File: config.mk
export PLATFORM = sky130hd
export DESIGN_NAME = reset_sequencer
export DESIGN_NICKNAME = d
export VERILOG_FILES = /design/src/rtl/cft_reset_pkg.sv /design/src/rtl/reset_stage_counter.sv /design/src/rtl/reset_sequencer.sv
export SDC_FILE = /design/constraint.sdc
export NUM_CORES = 1
export LEC_CHECK = 0
export BUFFER_PORTS_ARGS = -buffer_cell sky130_fd_sc_hd__buf_4
export CAP_MARGIN = 25
export CORE_ASPECT_RATIO = 0.5
export CORE_MARGIN = 2
export CORE_UTILIZATION = 40
export CTS_BUF_LIST = sky130_fd_sc_hd__clkbuf_16
export DETAILED_ROUTE_END_ITERATION = 12
export SYNTH_ARGS = -nofsm -noshare
export SYNTH_HDL_FRONTEND = slang
export SYNTH_HIERARCHICAL = 1
export SYNTH_SLANG_ARGS = --single-unit
File: constraint.sdc
create_clock -name clk -period 2.99 [get_ports clk]
set_input_delay 0.598 -clock clk [delete_from_list [all_inputs] [get_ports clk]]
set_output_delay 0.598 -clock clk [all_outputs]
set_load 0.01 [all_outputs]
File: src/rtl/cft_reset_pkg.sv
// Shared types and defaults for the processor reset sequencer.
// Holds the sequencer state enum, parameter defaults and counter sizing.
package cft_reset_pkg;

    typedef enum logic [2:0] {
        HOLD     = 3'd0,
        REL_BUS  = 3'd1,
        REL_REGS = 3'd2,
        BOOT     = 3'd3,
        RUN      = 3'd4,
        FAIL     = 3'd5
    } rseq_state_t;

    localparam int STAGE_CYCLES_DEF = 16;
    localparam int ACK_TIMEOUT_DEF  = 1024;

    // Wide enough for the larger terminal value, with one spare bit.
    function automatic int rseq_cnt_width(input int a, input int b);
        int m;
        m = (a > b) ? a : b;
        return $clog2(m) + 1;
    endfunction

endpackage

File: src/rtl/reset_stage_counter.sv
// Clear/enable counter that saturates at a programmable terminal value.
// Ports: clk, rst (async high), clr, en, term -> count, at_term.
module reset_stage_counter
    import cft_reset_pkg::*;
#(
    parameter int W = 4
) (
    input  logic         clk,
    input  logic         rst,
    input  logic         clr,
    input  logic         en,
    input  logic [W-1:0] term,
    output logic [W-1:0] count,
    output logic         at_term
);

    logic [W-1:0] count_q;
    logic [W-1:0] count_d;

    assign at_term = (count_q == term);
    assign count   = count_q;

    // Clear wins over enable; counting stops at the terminal value.
    always_comb begin
        count_d = count_q;
        if (clr) begin
            count_d = '0;
        end else if (en && !at_term) begin
            count_d = count_q + W'(1);
        end
    end

    always_ff @(posedge clk or posedge rst) begin
        if (rst) begin
            count_q <= '0;
        end else begin
            count_q <= count_d;
        end
    end

endmodule

File: src/rtl/reset_sequencer.sv
// Releases bus, register file and control unit resets in order, then
// runs the boot handshake. Ports: clk, reset, resetting, boot_ack ->
// rst_bus, rst_regs, rst_ctl, boot_req, running, boot_fail.
module reset_sequencer
    import cft_reset_pkg::*;
#(
    parameter int STAGE_CYCLES = STAGE_CYCLES_DEF,
    parameter int ACK_TIMEOUT  = ACK_TIMEOUT_DEF
) (
    input  logic clk,
    input  logic reset,
    input  logic resetting,
    input  logic boot_ack,
    output logic rst_bus,
    output logic rst_regs,
    output logic rst_ctl,
    output logic boot_req,
    output logic running,
    output logic boot_fail
);

    localparam int CW = rseq_cnt_width(STAGE_CYCLES, ACK_TIMEOUT);
    localparam logic [CW-1:0] STAGE_TERM = CW'(STAGE_CYCLES - 1);
    localparam logic [CW-1:0] ACK_TERM   = CW'(ACK_TIMEOUT - 1);

    rseq_state_t state_q, state_d;

    logic          cnt_clr;
    logic          cnt_en;
    logic [CW-1:0] cnt_term;
    logic [CW-1:0] cnt_val;
    logic          cnt_at_term;

    logic rst_bus_q, rst_bus_d;
    logic rst_regs_q, rst_regs_d;
    logic rst_ctl_q, rst_ctl_d;
    logic boot_req_q, boot_req_d;
    logic running_q, running_d;
    logic boot_fail_q, boot_fail_d;

    reset_stage_counter #(
        .W(CW)
    ) u_cnt (
        .clk    (clk),
        .rst    (reset),
        .clr    (cnt_clr),
        .en     (cnt_en),
        .term   (cnt_term),
        .count  (cnt_val),
        .at_term(cnt_at_term)
    );

    always_comb begin
        state_d  = state_q;
        cnt_en   = 1'b0;
        cnt_term = STAGE_TERM;
        unique case (state_q)
            HOLD: begin
                cnt_en = 1'b1;
                if (cnt_at_term) state_d = REL_BUS;
            end
            REL_BUS: begin
                cnt_en = 1'b1;
                if (cnt_at_term) state_d = REL_REGS;
            end
            REL_REGS: begin
                cnt_en = 1'b1;
                if (cnt_at_term) state_d = BOOT;
            end
            BOOT: begin
                cnt_en   = 1'b1;
                cnt_term = ACK_TERM;
                // Ack beats a timeout landing on the same edge.
                if (boot_ack) begin
                    state_d = RUN;
                end else if (cnt_at_term) begin
                    state_d = FAIL;
                end
            end
            RUN:     state_d = RUN;
            FAIL:    state_d = FAIL;
            default: state_d = HOLD;
        endcase

        // resetting overrides every other transition.
        if (resetting) state_d = HOLD;

        // Every stage starts counting from zero.
        cnt_clr = resetting || (state_d != state_q);

        // Outputs are registered images of the next state.
        rst_bus_d   = (state_d == HOLD);
        rst_regs_d  = (state_d == HOLD) || (state_d == REL_BUS);
        rst_ctl_d   = !((state_d == BOOT) || (state_d == RUN));
        boot_req_d  = (state_d == BOOT);
        running_d   = (state_d == RUN);
        boot_fail_d = (state_d == FAIL);
    end

    always_ff @(posedge clk or posedge reset) begin
        if (reset) begin
            state_q     <= HOLD;
            rst_bus_q   <= 1'b1;
            rst_regs_q  <= 1'b1;
            rst_ctl_q   <= 1'b1;
            boot_req_q  <= 1'b0;
            running_q   <= 1'b0;
            boot_fail_q <= 1'b0;
        end else begin
            state_q     <= state_d;
            rst_bus_q   <= rst_bus_d;
            rst_regs_q  <= rst_regs_d;
            rst_ctl_q   <= rst_ctl_d;
            boot_req_q  <= boot_req_d;
            running_q   <= running_d;
            boot_fail_q <= boot_fail_d;
        end
    end

    assign rst_bus   = rst_bus_q;
    assign rst_regs  = rst_regs_q;
    assign rst_ctl   = rst_ctl_q;
    assign boot_req  = boot_req_q;
    assign running   = running_q;
    assign boot_fail = boot_fail_q;

endmodule

==> results of run 1 <==
==> logic make-up after synthesis <==
| kind of cell | after synthesis | synth area share |
|---|---|---|
| AO/OA/AOI/OAI | 30 | 0.152 |
| XOR/XNOR | 11 | 0.0783 |
| adder cells (fa/ha/maj) | 1 | 0.0102 |
| buffers and inverters | 14 | 0.0600 |
| flip-flops | 20 | 0.410 |
| multiplexers | 3 | 0.0275 |
| other | 2 | 0.00611 |
| AND/OR/NAND/NOR | 51 | 0.256 |
==> cell usage in the layout (no fill, tap or decap), drive strengths merged, types with 2 or more instances in the layout <==
cell type and n:
a21oi 12, buf 11, clkbuf 3, conb 5, dfrtp 17, dfstp 3, inv 6, mux2 3
nand2 7, nand2b 2, nand3 4, nand3b 3, nand4 7, nor2 5, nor2b 5, nor3 3
nor3b 2, o211ai 2, o21ai 8, o31ai 2, or2 2, or3 5, or4 2, xnor2 11
==> path summary, 6_finish.rpt <==
kind | start | endpoint | slack [ns]
max | state_q[1] | rst_ctl | 0.54
min | reset | state_q[1] | 0.31
max reg2reg | state_q[1] | rst_ctl | 0.54
min reg2reg | state_q[1] | rst_bus | 0.54
max in group asynchronous | reset | u_cnt/count[4] | 2.36
min in group clk | state_q[1] | rst_bus | 0.54
==> flip-flops by register name, summed over array words and instances, names as in the netlist <==
name	flops
rst_bus	1
rst_regs	1
running	1
boot_fail	1
boot_req	1
state_q	3
rst_ctl	1
u_cnt/count	11
==> through the flow <==
| stage | power, mW | utilization | hold slack (ns) | std cells |
|---|---|---|---|---|
| detailed placement | 0.353 | 0.448 | 0.545 | 178 |
| floorplan | 0.336 | - | 0.424 | 135 |
| finish | 0.713 | 0.484 | 0.309 | 182 |
| global placement | 0.352 | 0.448 | 0.537 | 178 |
| CTS | 0.721 | 0.484 | 0.321 | 182 |
| global route | 0.750 | 0.484 | 0.348 | 182 |
==> cells in the mapped netlist, types with 2 or more instances <==
master and number:
dfrtp_1 17, a21oi_1 12, xnor2_1 11, o21ai_0 8, nand2_1 7, inv_1 6, nand4_1 6, nor2_1 5
nand3_1 4, nor2b_1 4, or3_1 4, dfstp_2 3, mux2_2 3, nand3b_1 3, nor3_1 3, buf_2 2
buf_6 2, clkbuf_1 2, conb_1 2, nand2b_1 2, o31ai_1 2, or2_1 2, or4_1 2
==> layer usage <==
metal | share of wire | track usage | routed length [um] | vias to the layer above
met5 | 0 | 0 | 0 | -
met4 | 0.0063 | 0.0400 | 15 | 0
met3 | 0.031 | 0.0511 | 73 | 4
met2 | 0.45 | 0.242 | 1060 | 17
met1 | 0.52 | 0.221 | 1230 | 463
li1 | - | - | - | 483
==> cell type report <==
cell class,count,share of cell area
multi-input cells,101,0.466
well taps,40,0.0349
repair buffers,11,0.0576
flip-flops and latches,20,0.352
clock buffers,3,0.0524
inverters,6,0.0157
clock inverters,1,0.0210
==> power by group through the flow <==
stage | clock (mW) | combinational, mW | sequential (mW)
3_3_place_gp | 0 | 0.0583 | 0.294
3_5_place_dp | 0 | 0.0592 | 0.294
4_1_cts | 0.371 | 0.0601 | 0.289
5_1_grt | 0.392 | 0.0674 | 0.290
2_1_floorplan | 0 | 0.0462 | 0.290
6_report | 0.364 | 0.0595 | 0.289
==> reports/results.ini, run 1 <==
[clock_network]
cts_tree = done
cts_setup_buffers = 0
clockRootBuffer = clkbuf_16
ctsHtreeMaxLevel = 1
clk_latency_ns = 0.25
clk_pin_slew_worst_paths_ns = 0.06
ctsLongestPathBuffers = 2
cts_resized = 0
cts.sinks = 20
ctsHoldBuffers = 0
numCtsBuffers = 3

[power]
vdd.ir_drop.worst_mv = 0.204
power_frac_clock = 0.511
switching_share = 0.203
leakagePower_nw = 0.572
powerDensity_mw_per_mm2 = 498
comb_power_share = 0.083
p_int_uw = 568
seq_power_share = 0.406
p_switching_uw = 145

[worst_setup_path]
crit_fanout = 18
cp.required_ns = 3.17
worstPathCellList = nor2b_2, and2_2, xnor2_1, nand3_1, nor3_2, buf_4, nor2b_1, nand2_1, a31o_1
cp_num_buf_inv = 1
crit_family = simple AND/OR/NAND/NOR gates
start_kind = register
end_kind = register
crit_type = register to register
cp_slowest_cell = dfrtp_1
crit_arrival_ns = 2.63
path_depth = 9
rr_worst_depth = 9
cpPeakStageDelay_ns = 0.43

[layout]
fin_area_sq_mm = 0.00143
layout-drive-gt1-share = 0.218
register_area_sq_um = 504
num-nets-final = 148
diodes = 0
area_growth_pct = 16.5
nFillCells = 286
multi_input_area_sq_um = 668

[place]
hpwl_um = 1680
gp_congestion = 0.784
placed_area_sq_mm = 0.00133
dp_slack_ns = 0.560
portBuffers = 9

[drt]
dr.pass1.iters = 4
antenna_left = 0
viasPerCell = 5.31
wirelength_um = 2380
drt_iter0_drc = 53
via_count = 967
routedWlPerCell_um = 13.1
drc = 0

[global_routing]
overflow = 0
antenna_found_initial = 0
grt_use_total = 0.160
grt_pass1_vias = 880
grt_pass1_wl_um = 4220
grt_max_degree = 19

[synth]
synth_cells = 132
synth_top_area_share = 0.346
synth_seq_cells = 20
ys_async_sr_fraction = 1.00
synth_ff_type = dfrtp_1
yosysTopAreaCell = dfrtp_1
synthTopCellsByArea = dfrtp_1 (35%), xnor2_1 (7.8%), dfstp_2 (6.4%), a21oi_1 (4.9%), o21ai_0 (3.3%)
ys_seq_area_frac = 0.410
syn_area_sq_mm = 0.00123
synth-warning-count = 6
syn_avg_cell_area_sq_um = 9.32
synth_edf_count = 0
synthDistinctLibCells = 43

[sta]
fmax_mhz = 408
finalCritPeriodShare = 0.820
finalMaxSlewViolations = 0
setup_tns_ns = 0
skew_ns = 0.00373
hold_viol = 0
fin_crit_ns = 2.45
layout_setup_ws_ns = 0.539
setup_viol = 0
rsz0062_at_grt = no

[floorplan]
ios = 10
rows = 14
core-area_sq_mm = 0.00296
fp.dieH_um = 43.2
die_area_sq_mm = 0.00356
chipWidth_um = 82.4
start_util = 0.415

[outcome]
status = finished clean

[flow_run]
maxCapViolations = 0

[min_path]
hold_class = input pin to asynchronous set/reset pin

Note: power is estimated with default switching activity, not from simulation.
==> run 2: changes to the inputs <==
- clock period: 2.99 -> 2.44 ns (I/O delays scaled with it)
==> run 2 against run 1 <==
Net effect: clock-buffer cell count unchanged; first-iteration DRC count up 26%; power up 7.9%; largest cell class unchanged; highest routed layer unchanged.
==> reports/results.ini, run 2 (synthesis gave the netlist of run 1 again) <==
[outcome]
status = finished clean

[drt]
routedWlPerCell_um = 13.0  ; -0.50%
antenna_left = 0  ; unchanged
via_count = 960  ; -0.72%
dr.pass1.iters = 4  ; unchanged
drc = 0  ; unchanged
drt_iter0_drc = 67  ; +26%
wirelength_um = 2430  ; +2.2%
viasPerCell = 5.13  ; -3.4%

[sta]
finalMaxSlewViolations = 0  ; unchanged
hold_viol = 0  ; unchanged
fmax_mhz = 450  ; +10%
setup_tns_ns = 0  ; unchanged
skew_ns = 0.00116  ; -0.00257 ns
holdWs_ns = 0.206  ; -0.104 ns
rsz0062_at_grt = no
finalCritPeriodShare = 0.910  ; +0.0903
setup_viol = 0  ; unchanged
fin_crit_ns = 2.22  ; -0.231 ns
layout_setup_ws_ns = 0.220  ; -0.319 ns

[layout]
diodes = 0  ; unchanged
area_growth_pct = 18.1
final_cell_mix = dfrtp_1 (17), buf_4 (16), a21oi_1 (12)
largest_reg_flops = 11  ; unchanged
final_common_cell = dfrtp_1
num-nets-final = 153  ; +3.4%
fin_area_sq_mm = 0.00145  ; +1.4%
layout-drive-gt1-share = 0.245  ; +0.0266
nFillCells = 274  ; -4.2%

[global_routing]
antenna_found_initial = 0  ; unchanged
overflow = 0  ; unchanged
grt_pass1_wl_um = 4200  ; -0.64%
grt_use_total = 0.157  ; -0.00308
grt_max_degree = 17  ; -2
grt_pass1_vias = 899  ; +2.2%

[worst_setup_path]
crit_family = simple AND/OR/NAND/NOR gates
start_kind = register
cp_slowest_cell = dfrtp_1
crit_type = register to register
worstPathCellList = nor2b_4, and2_4, xnor2_1, nand4_1, nor3_2, a221o_2, nor2_1, mux2_2
cp_num_buf_inv = 0  ; -1
crit_arrival_ns = 2.36  ; -0.27 ns
end_kind = register
cpPeakStageDelay_ns = 0.46  ; +0.03 ns
cp.required_ns = 2.58  ; -0.59 ns
crit_fanout = 14  ; -4

[min_path]
hold_class = input pin to asynchronous set/reset pin

[place]
portBuffers = 9  ; unchanged
gp_congestion = 0.807  ; +2.8%
placed_area_sq_mm = 0.00136  ; +2.2%
hpwl_um = 1740  ; +4.0%
dp_slack_ns = 0.174  ; -0.386 ns

[clock_network]
cts_tree = done
ctsHtreeMaxLevel = 1  ; unchanged
cts.sinks = 20  ; unchanged
clockRootBuffer = clkbuf_16
clk_latency_ns = 0.25  ; about the same
ctsHoldBuffers = 0  ; unchanged
ctsLongestPathBuffers = 2  ; unchanged
clk_pin_slew_worst_paths_ns = 0.06  ; about the same
numCtsBuffers = 3  ; unchanged

[power]
leakagePower_nw = 0.586  ; +2.5%
powerDensity_mw_per_mm2 = 530  ; +6.4%
vdd.ir_drop.worst_mv = 0.191  ; -6.5%

[floorplan]
start_util = 0.415  ; unchanged
ios = 10  ; unchanged
fp.dieH_um = 43.2  ; unchanged
chipWidth_um = 82.4  ; unchanged
die_area_sq_mm = 0.00356  ; unchanged
rows = 14  ; unchanged
core-area_sq_mm = 0.00296  ; unchanged

[flow_run]
maxCapViolations = 0  ; unchanged

-- run 2: repair_timing --
action	in CTS	in global routing
gates resized for setup	0	1
buffers inserted	0	2
endpoints found under the setup margin	0	6
-- run 2: per-stage QoR --
stage                util  power [mW]  std cells
floorplan               -       0.418        135
global placement    0.458       0.433        181
detailed placement  0.458       0.434        181
CTS                 0.485       0.778        185
global route        0.491       0.807        187
finish              0.491       0.769        187
-- run 2: where the power goes --
group	switching [mW]	internal, mW	total, mW
Combinational	0.0442	0.0321	0.0763
Sequential	0.0125	0.340	0.353
Clock	0.122	0.218	0.340
-- run 2: path summary, 6_finish.rpt --
kind	start	endpoint	slack (ns)	cells after the start
min in group clk	resetting	boot_req	0.48	2
min reg2reg	state_q[1]	rst_bus	0.58	2
max	state_q[2]	u_cnt/count[10]	0.22	8
min	reset	boot_fail	0.21	2
max in group asynchronous	reset	u_cnt/count[4]	1.91	2
max reg2reg	state_q[2]	u_cnt/count[10]	0.22	8
-- run 2: final cells by class --
type / instances / area, sq um / share of cell area
multi-input cells: 101 / 677 / 0.466
flip-flops and latches: 20 / 504 / 0.347
repair buffers: 16 / 120 / 0.0827
clock buffers: 3 / 75.1 / 0.0517
well taps: 40 / 50.0 / 0.0345
inverters: 6 / 22.5 / 0.0155
clock inverters: 1 / 3.75 / 0.00258
-- run 2: layer usage --
layer | share of wire | global-route usage | vias to the layer above
li1 | - | - | 492
met2 | 0.42 | 0.232 | 23
met4 | 0.0053 | 0.0267 | 0
met1 | 0.52 | 0.221 | 443
met3 | 0.050 | 0.0574 | 2
met5 | 0 | 0 | -
-- run 2: worst reg2reg max path: cells and delay by family, from the launching register on --
| family | cells | cell delay [ns] |
|---|---|---|
| simple gates | 5 | 0.87 |
| flops | 1 | 0.46 |
| compound gates | 1 | 0.37 |
| mux | 1 | 0.26 |
| xor+xnor | 1 | 0.13 |
==> run 3: changes to the inputs <==
- CORE_MARGIN: 2 -> 3
==> run 3 against run 2 <==
Net effect: clock power decreased by 1%; maximum frequency increased by 0.37%; first-iteration DRC count increased by 3.0%; highest routed layer unchanged; critical path type unchanged; largest cell class unchanged; setup slack improved by 0.0082 ns; die area increased by 7.2%; final cell count decreased by 2.1%; clock-buffer cell count unchanged; combinational power increased by 2%; global-route usage decreased by 1.3 points; wire length increased by 0.78%; sequential power about the same.
==> reports/results.ini, run 3 (synthesis gave the netlist of run 1 again) <==
[drt]
wirelength_um = 2450  ; +0.78%
viasPerCell = 5.34  ; +4.1%
via_count = 978  ; +1.9%
routedWlPerCell_um = 13.4  ; +3.0%
antenna_left = 0  ; unchanged
drc = 0  ; unchanged
drt_iter0_drc = 69  ; +3.0%
dr.pass1.iters = 4  ; unchanged

[global_routing]
grt_pass1_wl_um = 4250  ; +1.3%
grt_pass1_vias = 902  ; +0.33%
antenna_found_initial = 0  ; unchanged
overflow = 0  ; unchanged
grt_max_degree = 15  ; -2
grt_use_total = 0.144  ; -0.0128

[worst_setup_path]
crit_fanout = 14  ; unchanged
worstPathCellList = nor2b_4, and2_4, xnor2_1, nand4_1, nor3_2, a221o_2, nor2b_1, mux2_2
cp.required_ns = 2.58  ; about the same
r2r-end = u_cnt/count[7]
rr_worst_depth = 8  ; unchanged
ff2ff_setup_slack_ns = 0.23  ; about the same
end_kind = register
cp_slowest_cell = dfrtp_1
start_kind = register
crit_type = register to register
r2r-start = state_q[1]
crit_end = u_cnt/count[7]
cpPeakStageDelay_ns = 0.44  ; -0.02 ns
crit_arrival_ns = 2.35  ; about the same
startpoint = state_q[1]

[sta]
holdWs_ns = 0.204  ; -0.00137 ns
finalMaxSlewViolations = 0  ; unchanged
hold_viol = 0  ; unchanged
setup_tns_ns = 0  ; unchanged
skew_ns = 0.00623  ; +0.00507 ns
finalCritPeriodShare = 0.907  ; -0.00338
fmax_mhz = 452  ; +0.37%
rsz0062_at_grt = no
setup_viol = 0  ; unchanged
fin_crit_ns = 2.21  ; -0.00824 ns

[clock_network]
clk_latency_ns = 0.25  ; about the same
ctsLongestPathBuffers = 2  ; unchanged
cts_tree = done
cts_setup_buffers = 0  ; unchanged
cts.sinks = 20  ; unchanged
clockRootBuffer = clkbuf_16
ctsHoldBuffers = 0  ; unchanged
clk_pin_slew_worst_paths_ns = 0.06  ; about the same
cts_resized = 0  ; unchanged
numCtsBuffers = 3  ; unchanged
ctsHtreeMaxLevel = 1  ; unchanged

[floorplan]
chipWidth_um = 84.4  ; +2.4%
ios = 10  ; unchanged
core-area_sq_mm = 0.00277  ; -6.6%
start_util = 0.445  ; +0.0293
die_area_sq_mm = 0.00382  ; +7.2%
rows = 13  ; -1
fp.dieH_um = 45.2  ; +4.6%

[power]
seq_power_share = 0.461  ; +0.002
leakagePower_nw = 0.585  ; -0.30%
vdd.ir_drop.worst_mv = 0.307  ; +61%
powerDensity_mw_per_mm2 = 532  ; +0.49%
comb_power_share = 0.101  ; +0.002
switching_share = 0.228  ; -0.00383
p_int_uw = 591  ; about the same
power_frac_clock = 0.437  ; -0.005
total_power_uw = 766  ; -0.46%
p_switching_uw = 175  ; -2.1%

[layout]
nFillCells = 281  ; +2.6%
diodes = 0  ; unchanged
largest_reg_flops = 11  ; unchanged
area_growth_pct = 17.0
multi_input_area_sq_um = 674  ; -0.37%
final_cell_mix = dfrtp_1 (17), buf_4 (15), a21oi_1 (12)
num-nets-final = 152  ; -0.65%
final_common_cell = dfrtp_1
layout-drive-gt1-share = 0.233  ; -0.0120
register_area_sq_um = 504  ; unchanged

[outcome]
status = finished clean

[flow_run]
maxCapViolations = 0  ; unchanged

[place]
portBuffers = 9  ; unchanged
gp_congestion = 0.801  ; -0.67%
hpwl_um = 1740  ; about the same

[min_path]
hold_class = input pin to asynchronous set/reset pin

## run 3: cell types whose count changed in the layout (fill, tap and decap cells not counted), sizes merged
cell,delta
inv,+1
buf,-1
clkinv,-1
## run 3: worst max-delay path: cells and delay by family (launching register included)
family	cells	cell delay, ns
and+or+nand+nor	5	0.86
DFF	1	0.44
AOI/OAI and AO/OA	1	0.38
muxes	1	0.27
xor gates and xnor gates	1	0.13
## run 3: routing by layer
metal / GRT usage / wire (um) / vias up
li1: - / - / 492
met1: 0.197 / 1220 / 460
met2: 0.215 / 1090 / 24
met3: 0.0437 / 129 / 2
met4: 0.0599 / 17 / 0
met5: 0 / 0 / -
## run 3: layout make-up
type | count | share of cell area
inverter | 6 | 0.0157
clock inverter | 1 | 0.00261
sequential | 20 | 0.350
multi-input combinational | 101 | 0.469
tap | 37 | 0.0322
timing repair buffer | 15 | 0.0783
clock buffer | 3 | 0.0522
## run 3: worst min path at each step
stage / start / cells past startpoint / end
3_5_place_dp: reset / 2 / boot_fail
4_1_cts: reset / 2 / boot_fail
5_1_grt: reset / 2 / boot_fail
2_1_floorplan: reset / 1 / boot_fail
6_report: reset / 2 / boot_fail
3_3_place_gp: reset / 2 / boot_fail
## run 3: metrics by stage
stage / std cells / area, sq um / util / setup slack (ns)
after global placement: 179 / 1360 / 0.492 / 0.340
after global routing: 183 / 1440 / 0.520 / 0.0762
after floorplan: 135 / 1270 / - / 0.000279
final: 183 / 1440 / 0.520 / 0.228
after detailed placement: 179 / 1360 / 0.492 / 0.249
after CTS: 183 / 1440 / 0.520 / 0.229
## run 3: power by group through the flow
stage / logic [mW] / registers [mW] / clock network [mW]
final: 0.0776 / 0.353 / 0.335
after detailed placement: 0.0772 / 0.359 / 0
after floorplan: 0.0622 / 0.356 / 0
after global placement: 0.0763 / 0.359 / 0
after global routing: 0.0873 / 0.355 / 0.357
after CTS: 0.0777 / 0.353 / 0.345
